**config.mk**
```make
export PLATFORM = sky130hd
export DESIGN_NAME = exu_mul_sched
export DESIGN_NICKNAME = d
export VERILOG_FILES = /design/src/rtl/exu_mul_sched.sv
export SDC_FILE = /design/constraint.sdc
export NUM_CORES = 1
export LEC_CHECK = 0
export BUFFER_PORTS_ARGS = -buffer_cell sky130_fd_sc_hd__buf_2
export CELL_PAD_IN_SITES_DETAIL_PLACEMENT = 0
export CELL_PAD_IN_SITES_GLOBAL_PLACEMENT = 1
export CORE_MARGIN = 3
export CORE_UTILIZATION = 41
export DETAILED_ROUTE_END_ITERATION = 10
export PLACE_DENSITY = 0.84
export SLEW_MARGIN = 20
export SYNTH_ARGS = -nofsm -noshare
export SYNTH_HDL_FRONTEND = slang
export SYNTH_SLANG_ARGS = --single-unit
```
**constraint.sdc**
```tcl
create_clock -name clk -period 4.3 [get_ports clk]
set_clock_uncertainty 0.1 [all_clocks]
set_input_delay 0.86 -clock clk [delete_from_list [all_inputs] [get_ports clk]]
set_output_delay 0.86 -clock clk [all_outputs]
set_load 0.01 [all_outputs]
```
**src/rtl/exu_mul_sched.sv**
```systemverilog
// exu_mul_sched: issue scheduler for the E1/E2/E3 multiply, carry-less
// multiply and field-reduce datapath. Arbitrates two pipe-slot requesters,
// decodes the granted op into datapath strobes, tracks tag/source of each
// in-flight op so the result comes back tagged in E3, and applies the
// freeze, flush and FFWIDTH-before-FFRED interlocks.
module exu_mul_sched #(
    parameter int TAGW = 5
) (
    input  logic              clk,
    input  logic              rst,
    input  logic              freeze,
    input  logic              flush,
    input  logic [1:0]        req_valid,
    input  logic [7:0]        req_op,
    input  logic [2*TAGW-1:0] req_tag,
    output logic [1:0]        req_ready,
    output logic              mul_valid,
    output logic              mul_low,
    output logic              mul_rs1_sign,
    output logic              mul_rs2_sign,
    output logic              mul_clmul,
    output logic              mul_clmulh,
    output logic              mul_clmulr,
    output logic              mul_ffwidth,
    output logic              mul_ffred,
    output logic              res_valid,
    output logic              res_src,
    output logic [TAGW-1:0]   res_tag,
    output logic              op_err,
    output logic              busy
);

    localparam int NREQ = 2;

    localparam logic [3:0] OP_MUL     = 4'd0;
    localparam logic [3:0] OP_MULH    = 4'd1;
    localparam logic [3:0] OP_MULHSU  = 4'd2;
    localparam logic [3:0] OP_MULHU   = 4'd3;
    localparam logic [3:0] OP_CLMUL   = 4'd4;
    localparam logic [3:0] OP_CLMULH  = 4'd5;
    localparam logic [3:0] OP_CLMULR  = 4'd6;
    localparam logic [3:0] OP_FFWIDTH = 4'd7;
    localparam logic [3:0] OP_FFRED   = 4'd8;

    // One in-flight op as seen by a pipeline stage. has_result is 0 only
    // for FFWIDTH, which configures the datapath but writes nothing back.
    typedef struct packed {
        logic            valid;
        logic            src;
        logic [TAGW-1:0] tag;
        logic            has_result;
    } stage_t;

    // ------------------------------------------------------------------
    // Per-requester views of the packed request buses
    // ------------------------------------------------------------------
    logic [3:0]      op_w    [NREQ];
    logic [TAGW-1:0] tag_w   [NREQ];
    logic [NREQ-1:0] legal_w;

    // State
    stage_t s1_reg, s1_next;
    stage_t s2_reg, s2_next;
    stage_t s3_reg, s3_next;
    logic   cfg_valid_reg, cfg_valid_next;
    logic   last_reg, last_next;

    // Arbitration / issue
    logic            grant_en;
    logic            both_req;
    logic            sel;
    logic            gnt;
    logic [3:0]      sel_op;
    logic [TAGW-1:0] sel_tag;
    logic            sel_legal;
    logic            sel_is_ffred;
    logic            sel_is_ffwidth;
    logic            ffwidth_in_e1;
    logic            ffred_ok;
    logic            issue;
    stage_t          issue_stage;

    generate
        for (genvar gi = 0; gi < NREQ; gi++) begin : g_req
            assign op_w[gi]    = req_op[4*gi +: 4];
            assign tag_w[gi]   = req_tag[TAGW*gi +: TAGW];
            assign legal_w[gi] = (op_w[gi] <= OP_FFRED);
            // Ready is the grant itself, so it is one-hot or zero.
            assign req_ready[gi] = gnt & (int'(sel) == gi);
        end
    endgenerate

    // Round-robin: with both valid the requester that did not win last
    // time goes; a lone requester always goes. Nothing is granted while
    // the pipe is frozen or being flushed.
    assign grant_en = ~freeze & ~flush;
    assign both_req = &req_valid;
    assign sel      = both_req ? ~last_reg : req_valid[1];
    assign gnt      = grant_en & (|req_valid);

    assign sel_op         = op_w[sel];
    assign sel_tag        = tag_w[sel];
    assign sel_legal      = legal_w[sel];
    assign sel_is_ffred   = (sel_op == OP_FFRED);
    assign sel_is_ffwidth = (sel_op == OP_FFWIDTH);

    // FFRED needs the field width configured: either an earlier FFWIDTH
    // already reached E2, or one sits in E1 right now and will configure
    // the datapath one cycle ahead of the FFRED. Flush blocks the grant,
    // so an E1 FFWIDTH seen here is never a flushed one.
    assign ffwidth_in_e1 = s1_reg.valid & ~s1_reg.has_result;
    assign ffred_ok      = cfg_valid_reg | ffwidth_in_e1;

    // A grant is consumed either way; it only reaches E1 if legal.
    assign issue  = gnt & sel_legal & (~sel_is_ffred | ffred_ok);
    assign op_err = gnt & ~issue;

    assign mul_valid = issue;

    // Decode the issued op into datapath strobes; all zero when idle.
    always_comb begin
        mul_low      = 1'b0;
        mul_rs1_sign = 1'b0;
        mul_rs2_sign = 1'b0;
        mul_clmul    = 1'b0;
        mul_clmulh   = 1'b0;
        mul_clmulr   = 1'b0;
        mul_ffwidth  = 1'b0;
        mul_ffred    = 1'b0;
        if (issue) begin
            case (sel_op)
                OP_MUL: begin
                    mul_low      = 1'b1;
                    mul_rs1_sign = 1'b1;
                    mul_rs2_sign = 1'b1;
                end
                OP_MULH: begin
                    mul_rs1_sign = 1'b1;
                    mul_rs2_sign = 1'b1;
                end
                OP_MULHSU: begin
                    mul_rs1_sign = 1'b1;
                end
                OP_MULHU: begin
                    // unsigned x unsigned, high half: no strobe set
                end
                OP_CLMUL:   mul_clmul   = 1'b1;
                OP_CLMULH:  mul_clmulh  = 1'b1;
                OP_CLMULR:  mul_clmulr  = 1'b1;
                OP_FFWIDTH: mul_ffwidth = 1'b1;
                OP_FFRED:   mul_ffred   = 1'b1;
                default: begin
                    // illegal codes never issue
                end
            endcase
        end
    end

    // Stage advance: everything moves one step on an unfrozen edge; flush
    // kills whatever would land in S1/S2 (even when frozen) while the op
    // leaving E2 still reaches S3 and is delivered.
    always_comb begin
        issue_stage            = '0;
        issue_stage.valid      = issue;
        issue_stage.src        = sel;
        issue_stage.tag        = sel_tag;
        issue_stage.has_result = ~sel_is_ffwidth;

        s1_next = s1_reg;
        s2_next = s2_reg;
        s3_next = s3_reg;
        if (!freeze) begin
            s1_next = issue_stage;
            s2_next = s1_reg;
            s3_next = s2_reg;
        end
        if (flush) begin
            s1_next.valid = 1'b0;
            s2_next.valid = 1'b0;
        end
    end

    // Field config becomes sticky once an FFWIDTH leaves E1 for E2.
    always_comb begin
        cfg_valid_next = cfg_valid_reg;
        if (ffwidth_in_e1 && !freeze && !flush) begin
            cfg_valid_next = 1'b1;
        end
    end

    // Remember who won the most recent grant for round-robin fairness.
    always_comb begin
        last_next = last_reg;
        if (gnt) begin
            last_next = sel;
        end
    end

    // State registers; reset drops every in-flight op and hands the first
    // contested grant to requester 0.
    always_ff @(posedge clk or posedge rst) begin
        if (rst) begin
            s1_reg        <= '0;
            s2_reg        <= '0;
            s3_reg        <= '0;
            cfg_valid_reg <= 1'b0;
            last_reg      <= 1'b1;
        end else begin
            s1_reg        <= s1_next;
            s2_reg        <= s2_next;
            s3_reg        <= s3_next;
            cfg_valid_reg <= cfg_valid_next;
            last_reg      <= last_next;
        end
    end

    // A frozen E3 holds its result back until the datapath runs again.
    assign res_valid = s3_reg.valid & s3_reg.has_result & ~freeze;
    assign res_src   = res_valid ? s3_reg.src : 1'b0;
    assign res_tag   = res_valid ? s3_reg.tag : '0;
    assign busy      = s1_reg.valid | s2_reg.valid | s3_reg.valid;

endmodule

```
**Word level (Yosys, flattened, before mapping)**

Cells that the tools add are included.

- Flip-flop bits (word level): 26
- Bits in latches: 0
- Bits in writable memories: 0
- Memory bits (read-only): 0
- Bits of input ports: 24
- Output and inout port bits: 20
- Word-level logic and storage cells: 89
- Memories kept: 0

- $add $sub $neg: 0
- Multipliers: 0
- Divide/modulo/power cells: 0
- Order comparisons: 4
- Eq/ne operators: 8
- Shift-type cells: 0
- Multiplexer cells: 31
- Bitwise logic cells: 23
- Reductions and logical operators: 9

Operators with widths:

| cell | count |
|---|---|
| $mux W1 | 22 |
| $mux W5 | 4 |
| $eq A4 B3 Y1 const B | 4 |
| $mux W8 | 2 |
| $mux W4 | 3 |
| $and A1 B1 Y1 | 10 |
| $le A4 B4 Y1 const B | 2 |
| $not A1 Y1 | 8 |
| $eq A4 B1 Y1 const B | 1 |
| $eq A4 B2 Y1 const B | 1 |
| $eq A4 B4 Y1 const B | 1 |
| $logic_not A4 Y1 | 1 |
| $or A1 B1 Y1 | 4 |
| $reduce_or A2 Y1 | 2 |
| $reduce_or A3 Y1 | 1 |
| $ge A2 B2 Y1 const B | 1 |
| $logic_and A1 B1 Y1 | 2 |
| $logic_not A1 Y1 | 2 |
| $lt A1 B2 Y1 const B | 1 |
| $ne A2 B1 Y1 const B | 1 |
| $not A1 Y2 | 1 |
| $reduce_and A2 Y1 | 1 |

**Logic depth before layout (Yosys ltp)**

Gate-level depths: netlist of the first run.

- Depth in word-level cells: 12
- Depth in mapped cells: 5
- Depth with buffers taken out: 4

**Worst setup path after synthesis of the first run**

Ideal clock, no wire load.

- Path kind: input -> output
- From: input port freeze
- To: output port mul_rs2_sign
- Arrival: 2003 ps
- Data required time: 3340 ps
- Path slack: 1337 ps
- Cell stages on the path: 5
- Buffers on the path: 1
- Cell sequence: buf_6 nor2_1 and4_1 o211ai_2 a211oi_1

- Cells in the longest elaborated chain, start to end: 6

Ends and longest elaborated chain:

| what | RTL line | text |
|---|---|---|
| start: declaration | 11 | `input logic freeze,` |
| $not A1 Y1 | 96 | `assign grant_en = ~freeze & ~flush;` |
| $and A1 B1 Y1 | 96 |  |
| $and A1 B1 Y1 | 99 | `assign gnt = grant_en & (\|req_valid);` |
| $and A1 B1 Y1 (2 in series) | 115 | `assign issue = gnt & sel_legal & (~sel_is_ffred \| ffred_ok);` |
| $mux W1 | 130 | `if (issue) begin` |
| end: declaration | 20 | `output logic mul_rs2_sign,` |

No other way between the ends.

**Final worst setup path of the first run**

- From: input port req_valid[1]
- To: output port mul_rs1_sign

- Cells in the longest elaborated chain, start to end: 11
- Elaborated cells on any way between the ends: 21
- Those cells by class: eq/ne (3); mux (8); bitwise (6); reduce/logical (4)

Ends and longest elaborated chain:

| what | RTL line | text |
|---|---|---|
| start: declaration | 13 | `input logic [1:0] req_valid,` |
| $reduce_and A2 Y1 | 97 | `assign both_req = &req_valid;` |
| $mux W1 | 98 | `assign sel = both_req ? ~last_reg : req_valid[1];` |
| $not A1 Y2 (not written as such) | 101 | `assign sel_op = op_w[sel];` |
| $mux W4 (not written as such) (3 in series) | 101 |  |
| $eq A4 B4 Y1 | 104 | `assign sel_is_ffred = (sel_op == OP_FFRED);` |
| $not A1 Y1 | 115 |  |
| $or A1 B1 Y1 | 115 |  |
| $and A1 B1 Y1 | 115 |  |
| $mux W1 * | 130 |  |
| end: declaration | 19 | `output logic mul_rs1_sign,` |

Every way passes the cells marked *; elsewhere a longest branch is shown, timed or not. The select of a mux whose other input is x is not followed.

==> flow_summary.ini, run 1 <==
[placed_design]
place_inst = 210
gp_congestion = 0.749
place.detailed.hpwl_microns = 2300
port_buffers = 43

[critical_path]
crit_top_cell = buf_2
critical_path_arrival_ps = 2420
critPathMaxStageDelay_ps = 510
worst_r2r_path_depth = 4
reg2reg_to = s1_reg[0]
required_ps = 3340
path_buf_inv = 2
start_kind = input port
critPathKind = input port to output port
crit-reg2reg-launch = last_reg
crit_chain = buf_2 > a21boi_4 > mux2i_1 > o211ai_2 > a311oi_1 > buf_2
cpMaxStageDelayCell = a21boi_4
reg2reg_slack_ps = 2460
crit_family = compound AO/OA/AOI/OAI gates
cp-end-kind = output port
path_max_fanout = 18

[logic_synthesis]
synth-seq-cells = 26
synth_edf_count = 0
yosysUniqueCellTypes = 32
syn_inst = 127
synth_flop_cell = dfrtp_1
synth-seq-area-share_pct = 47.5
synth_area_sq_mm = 0.00137
async_flop_share_pct = 100
synth_nets = 151
ys_warn_count = 0
avgSynthCellArea_sq_um = 10.8

[sta]
tightest_slew_ps = 954
slew_headroom_pct = 36.3
fin_crit_ps = 3380
max_freq_mhz = 296
final.period_utilization_pct = 78.6
timing.final.hold_violations = 0
slew_violations = 0
setup_violations = 0
rsz0062_at_grt = false
tns_ps = 0

[detailed_routing]
drc = 0
dr.pass1.iters = 4
drt_iter0_markers = 54
viasPerCell = 5.13
ant_nets = 0
routed_wirelength_microns = 2930
wl_per_cell_microns = 13.7
vias = 1098

[clock_network]
path_clk_slew_ps = 120
cts_htree_levels = 1
cts_setup_buffers = 0
cts_root_buf = clkbuf_4
clock_sinks = 26
cts_buffer_depth = 2
ctsHoldBuffers = 0
cts_made_buffers = 3
tritoncts = built
cts-resized-gates = 0
clk_latency_ps = 300

[global_routing]
grt_max_degree = 34
grt_pass1_wl_microns = 5140
overflow = 0
grt_pass1_vias = 1196
grt_usage_pct = 15.5
antenna_found_initial = 0

[finish]
syn2layout_area_growth_pct = 20.1
antennaDiodeCount = 0
final_cell_count_no_fill = 214
nets = 195
drive_above_1_share_pct = 39.4

[pwr]
pwr_density_cell_mw_per_mm2 = 307
vdd_drop_max_v = 0.000236
power.leakage_uw = 0.000805
power_uw = 507

[flow_run]
cap_violations = 0

[floorplan]
initial_core_util_pct = 43.9
fp.dieH_microns = 63.9
rows = 20
die_w_microns = 63.9
ioPinCount = 44
die-area_sq_mm = 0.00408
core_area_sq_mm = 0.00313

[hold_path]
hp-start = s1_reg[5]
min_path_type = register to register
hold_depth = 2
min_to = s1_reg[5]

[run_status]
status = completed
[how the worst max path moves through the flow]
stage,start,endpoint,depth (start not counted)
final,req_valid[1],mul_rs1_sign,6
after global routing,req_valid[1],mul_rs1_sign,6
after floorplan,freeze,mul_rs2_sign,5
after CTS,req_valid[1],mul_rs1_sign,6
after detailed placement,req_valid[1],mul_rs1_sign,6
after global placement,req_valid[1],mul_rs1_sign,6
[stage by stage]
step / setup slack, ps / area (sq um) / utilization [%] / hold slack [ps]
finish: 919 / 1650 / 52.7 / 391
global route: 773 / 1650 / 52.7 / 431
CTS: 928 / 1650 / 52.7 / 402
detailed placement: 930 / 1620 / 51.9 / 371
global placement: 993 / 1620 / 51.9 / 363
floorplan: 1340 / 1370 / - / 346
[worst reg2reg max path: cells and delay by family, from the launching register on]
| family | cells | cell delay (ps) |
|---|---|---|
| compound gates | 2 | 760 |
| flops | 1 | 420 |
| mux | 1 | 370 |
| simple gates | 1 | 90 |
[where the power goes]
part	internal [uW]	switching (uW)	total (uW)	leakage [uW]
clock	36.2	63.8	100	0.0000150
combinational	52.8	53.1	106	0.000477
sequential	281	20.6	301	0.000313
total	370	137	507	0.000805
[cell usage in the layout (no fill, tap or decap), drive strengths merged, types with 2 or more instances in the layout]
cell,n
o21ai,7
nor3,3
nor4b,2
nand2,12
nand3b,4
mux2,16
and2,7
o211ai,2
dfrtp,25
and3,2
inv,2
o31ai,2
buf,44
nor2,10
a21oi,4
mux2i,9
clkbuf,4
nand2b,2
a31oi,2
[layout make-up]
class	count	area [sq um]
Sequential cell	26	652
Clock buffer	4	26.3
Timing Repair Buffer	44	223
Multi-Input combinational cell	94	686
Inverter	2	7.51
Tap cell	44	55.1
Fill cell	310	1480
[synthesized netlist by cell type, types with 2 or more instances]
cell | number | area [sq um]
nand3b_1 | 4 | 30.0
clkbuf_1 | 3 | 11.3
a31oi_1 | 2 | 12.5
inv_1 | 2 | 7.51
and3_1 | 2 | 12.5
nand2b_1 | 2 | 12.5
nand2_1 | 12 | 45.0
nor3_1 | 3 | 15.0
a21oi_1 | 4 | 20.0
and2_1 | 7 | 43.8
dfrtp_1 | 25 | 626
o21ai_0 | 7 | 35.0
o31ai_1 | 2 | 15.0
nor4b_1 | 2 | 17.5
nor2_1 | 10 | 37.5
mux2_2 | 16 | 180
mux2i_1 | 9 | 90.1
[cells by family (layout without fill, tap and decap cells)]
kind of cell           count (synthesis)  count (layout)  share of synthesized area [%]
AND/OR/NAND/NOR                       45              45                           17.1
AO/OA/AOI/OAI                         24              24                           13.1
buffers and inverters                  7              50                           2.55
multiplexers                          25              25                           19.7
flip-flops                            26              26                           47.5
[per-layer routing]
metal | GRT usage (%) | part of all wire [%] | vias to the layer above
met5 | 0 | 0 | -
met4 | 1.62 | 0 | 0
met3 | 4.04 | 4.1 | 0
met2 | 29.3 | 52 | 28
met1 | 17.8 | 43 | 528
li1 | - | - | 542
(Power assumes the default switching activity.)
==> inputs of run 2 (changes only) <==
--- a/config.mk
+++ b/config.mk
@@ -9,9 +9,9 @@
 export CELL_PAD_IN_SITES_DETAIL_PLACEMENT = 0
 export CELL_PAD_IN_SITES_GLOBAL_PLACEMENT = 1
 export CORE_MARGIN = 3
-export CORE_UTILIZATION = 41
+export CORE_UTILIZATION = 34
 export DETAILED_ROUTE_END_ITERATION = 10
-export PLACE_DENSITY = 0.84
+export PLACE_DENSITY = 0.74
 export SLEW_MARGIN = 20
 export SYNTH_ARGS = -nofsm -noshare
 export SYNTH_HDL_FRONTEND = slang
==> constraint.sdc (replaced) <==
create_clock -name clk -period 2.95 [get_ports clk]
set_clock_uncertainty 0.1 [all_clocks]
set_input_delay 0.59 -clock clk [delete_from_list [all_inputs] [get_ports clk]]
set_output_delay 0.59 -clock clk [all_outputs]
set_load 0.01 [all_outputs]
==> flow_summary.ini, run 2 (synthesized netlist as in run 1, its figures left out) <==
[run_status]
status = completed

[critical_path]
critical_path_arrival_ps = 1930
worst_r2r_path_depth = 5
start_kind = input port
reg2reg_to = s1_reg[0]
cp-end-kind = output port
critPathKind = input port to output port
path_max_fanout = 6
reg2reg_slack_ps = 1370
crit-reg2reg-launch = last_reg
required_ps = 2260

[detailed_routing]
vias = 1115
ant_nets = 0
wl_per_cell_microns = 13.1
routed_wirelength_microns = 2870
drc = 0
dr.pass1.iters = 4
drt_iter0_markers = 37
viasPerCell = 5.07

[pwr]
power_uw = 786
swShare_pct = 25.6
internal_power_uw = 585
pwr-share-comb_pct = 19.8
pwr_density_cell_mw_per_mm2 = 466
power.share.sequential_pct = 55.7
switching_power_uw = 201
clock_power_share_pct = 24.5
power.leakage_uw = 0.000820
vdd_drop_max_v = 0.000290

[clock_network]
clk_latency_ps = 260
ctsHoldBuffers = 0
clock_sinks = 26
tritoncts = built
cts-resized-gates = 0
path_clk_slew_ps = 80
cts_htree_levels = 1
cts_made_buffers = 3
cts_buffer_depth = 2
cts_root_buf = clkbuf_8
cts_setup_buffers = 0

[finish]
antennaDiodeCount = 0
layout_commonest_cell = buf_2
nets = 197
final_cell_mix = buf_2, dfrtp_1, mux2_2
syn2layout_area_growth_pct = 23.0
drive_above_1_share_pct = 40.1

[global_routing]
grt_usage_pct = 12.0
antenna_found_initial = 0
overflow = 0
grt_pass1_vias = 1028
grt_max_degree = 34
grt_pass1_wl_microns = 4790

[sta]
max_freq_mhz = 382
timing.final.hold_violations = 0
slew_violations = 0
rsz0062_at_grt = false
tightest_slew_ps = 865
slew_headroom_pct = 42.0
fin_crit_ps = 2620
final.period_utilization_pct = 88.8
setup_violations = 0
tns_ps = 0

[floorplan]
ioPinCount = 44
fp.dieH_microns = 69.5
die_w_microns = 69.5
initial_core_util_pct = 36.4
die-area_sq_mm = 0.00484
core_area_sq_mm = 0.00377
rows = 22

[placed_design]
gp_congestion = 0.767
port_buffers = 43
place.detailed.hpwl_microns = 2210

[flow_run]
cap_violations = 0

[hold_path]
min_path_type = input port to asynchronous set/reset pin
## run 2: cell count changes in the layout (fill, tap and decap cells not counted), sizes merged
cell    change
clkinv      +1
buf         +2
inv         -1
## run 2: through the flow
step	worst slack (ps)	util [%]	hold slack, ps	std cells	area (sq um)
3_5_place_dp	318	43.6	367	216	1640
4_1_cts	307	44.8	386	220	1690
6_report	329	44.8	289	220	1690
2_1_floorplan	527	-	346	127	1370
3_3_place_gp	367	43.6	361	216	1640
5_1_grt	171	44.8	355	220	1690
## run 2: cell type report
type                            instances  area [sq um]
Multi-Input combinational cell         94           686
Sequential cell                        26           652
Tap cell                               48          60.1
Fill cell                             366          2080
Inverter                                2          7.51
Timing Repair Buffer                   46           238
Clock buffer                            4          45.0
## run 2: power by group through the flow
stage	Clock [uW]	Combinational, uW	Sequential (uW)
global placement	0	154	443
CTS	204	159	439
detailed placement	0	158	446
finish	192	156	438
global route	223	173	445
floorplan	0	110	437
## run 2: routing by layer
| metal | share of wire, % | track usage (%) | wire length [microns] | vias up |
|---|---|---|---|---|
| met1 | 42 | 14.9 | 1210 | 542 |
| met3 | 3.7 | 3.19 | 105 | 4 |
| met5 | 0 | 0 | 0 | - |
| li1 | - | - | - | 550 |
| met2 | 53 | 20.9 | 1530 | 19 |
| met4 | 0.66 | 2.60 | 19 | 0 |
## run 2: critical path: stages
cell      delay, ps
buf_2           130
a21boi_4        270
mux2i_1         340
o211ai_2        170
a211oi_1        250
buf_2           170
## run 2: worst max path at each step
stage,endpoint,startpoint
finish,mul_rs2_sign,req_valid[1]
floorplan,mul_rs2_sign,freeze
detailed placement,mul_rs2_sign,req_valid[1]
CTS,mul_rs2_sign,req_valid[1]
global placement,mul_rs2_sign,req_valid[1]
global route,mul_rs2_sign,req_valid[1]
==> inputs of run 3 (changes only) <==
==> constraint.sdc (replaced) <==
create_clock -name clk -period 2.15 [get_ports clk]
set_clock_uncertainty 0.1 [all_clocks]
set_input_delay 0.43 -clock clk [delete_from_list [all_inputs] [get_ports clk]]
set_output_delay 0.43 -clock clk [all_outputs]
set_load 0.01 [all_outputs]
==> flow_summary.ini, run 3 (synthesized netlist as in run 1, its figures left out) <==
[run_status]
status = finished with violations
violations = negative setup slack

[pwr]
power.leakage_uw = 0.000887
pwr_density_cell_mw_per_mm2 = 614
vdd_drop_max_v = 0.000401

[floorplan]
rows = 22
initial_core_util_pct = 36.4
die_w_microns = 69.5
core_area_sq_mm = 0.00377
ioPinCount = 44
fp.dieH_microns = 69.5
die-area_sq_mm = 0.00484

[finish]
nets = 210
fillCellCount = 366
antennaDiodeCount = 0
syn2layout_area_growth_pct = 31.4
multi_input_area_sq_um = 704
layout_commonest_cell = buf_2
fin_util_pct = 47.8
drive_above_1_share_pct = 46.5
final_cell_mix = buf_2, dfrtp_1, mux2_2, buf_4, nand2_1
seq_area_sq_um = 652

[clock_network]
path_clk_slew_ps = 80
clock_sinks = 26
cts_buffer_depth = 2
clk_latency_ps = 260
cts_made_buffers = 3
cts_root_buf = clkbuf_8
tritoncts = built
cts_htree_levels = 1
ctsHoldBuffers = 0

[detailed_routing]
ant_nets = 0
drc = 0
wl_per_cell_microns = 12.2
dr.pass1.iters = 2
viasPerCell = 4.92
drt_iter0_markers = 22
vias = 1146
routed_wirelength_microns = 2840

[sta]
final.period_utilization_pct = 106
hold-worst-slack_ps = 101
fin_crit_ps = 2270
finalWorstSetupSlack_ps = -119
slew_headroom_pct = 75.4
slew_violations = 0
tightest_slew_ps = 368
tns_ps = -852
max_freq_mhz = 441
rsz0062_at_grt = true
setup_violations = 9
timing.final.hold_violations = 0

[placed_design]
port_buffers = 43
gp_congestion = 0.771
place.detailed.hpwl_microns = 2170

[critical_path]
required_ps = 1620
path_max_fanout = 6
start_kind = register
cp-end-kind = output port
critical_path_arrival_ps = 1740
critPathKind = register to output port

[flow_run]
cap_violations = 0

[global_routing]
grt_usage_pct = 12.8
antenna_found_initial = 0
grt_pass1_wl_microns = 5190
grt_pass1_vias = 1206
grt_max_degree = 34
overflow = 0

[hold_path]
min_path_type = input port to asynchronous set/reset pin
## run 3: final timing paths
path	cells past startpoint	startpoint	to	slack, ps
max	5	last_reg	mul_clmulr	-120
max reg2reg	5	last_reg	s1_reg[7]	550
max in group asynchronous	3	rst	last_reg	1570
min	3	rst	s1_reg[0]	100
min in group clk	2	flush	s2_reg[7]	280
min reg2reg	2	s1_reg[4]	s1_reg[4]	380
## run 3: final cells by class
cell class | count | share of cell area (%)
Multi-Input combinational cell | 94 | 39.0
Sequential cell | 26 | 36.1
Timing Repair Buffer | 59 | 18.6
Tap cell | 48 | 3.33
Clock buffer | 4 | 2.50
Inverter | 2 | 0.416
## run 3: through the flow
step	power [uW]	std cells	worst slack (ps)	instance area, sq um
floorplan	750	127	46.9	1370
global placement	831	225	-48.1	1710
detailed placement	840	225	-58.2	1710
CTS	1120	231	-153	1780
global route	1180	233	-256	1800
finish	1110	233	-119	1800
## run 3: power by group
group	leakage, uW	internal [uW]	switching [uW]	total, uW
Sequential	0.000313	561	36.7	598
Clock	0.0000228	132	132	264
Combinational	0.000552	132	114	245
Total	0.000887	825	283	1110
## run 3: metal layers
metal  GRT usage [%]  up-vias  part of all wire, %
li1                -      571                    -
met1            14.8      558                   44
met2            23.6       15                   53
met3            3.62        2                  3.1
met4            2.17        0                 0.35
met5               0        -                    0
## run 3: critical path: stages, from the launching register on
cell	delay, ps
dfstp_2	390
a21boi_4	260
mux2i_4	310
o211ai_1	200
a21oi_1	170
buf_2	150
## run 3: repair_timing
action,in CTS,in global routing
endpoints found under the setup margin,10,10
gates resized for setup,5,1
pin swaps,4,2
gates cloned,0,0
buffers inserted,2,2
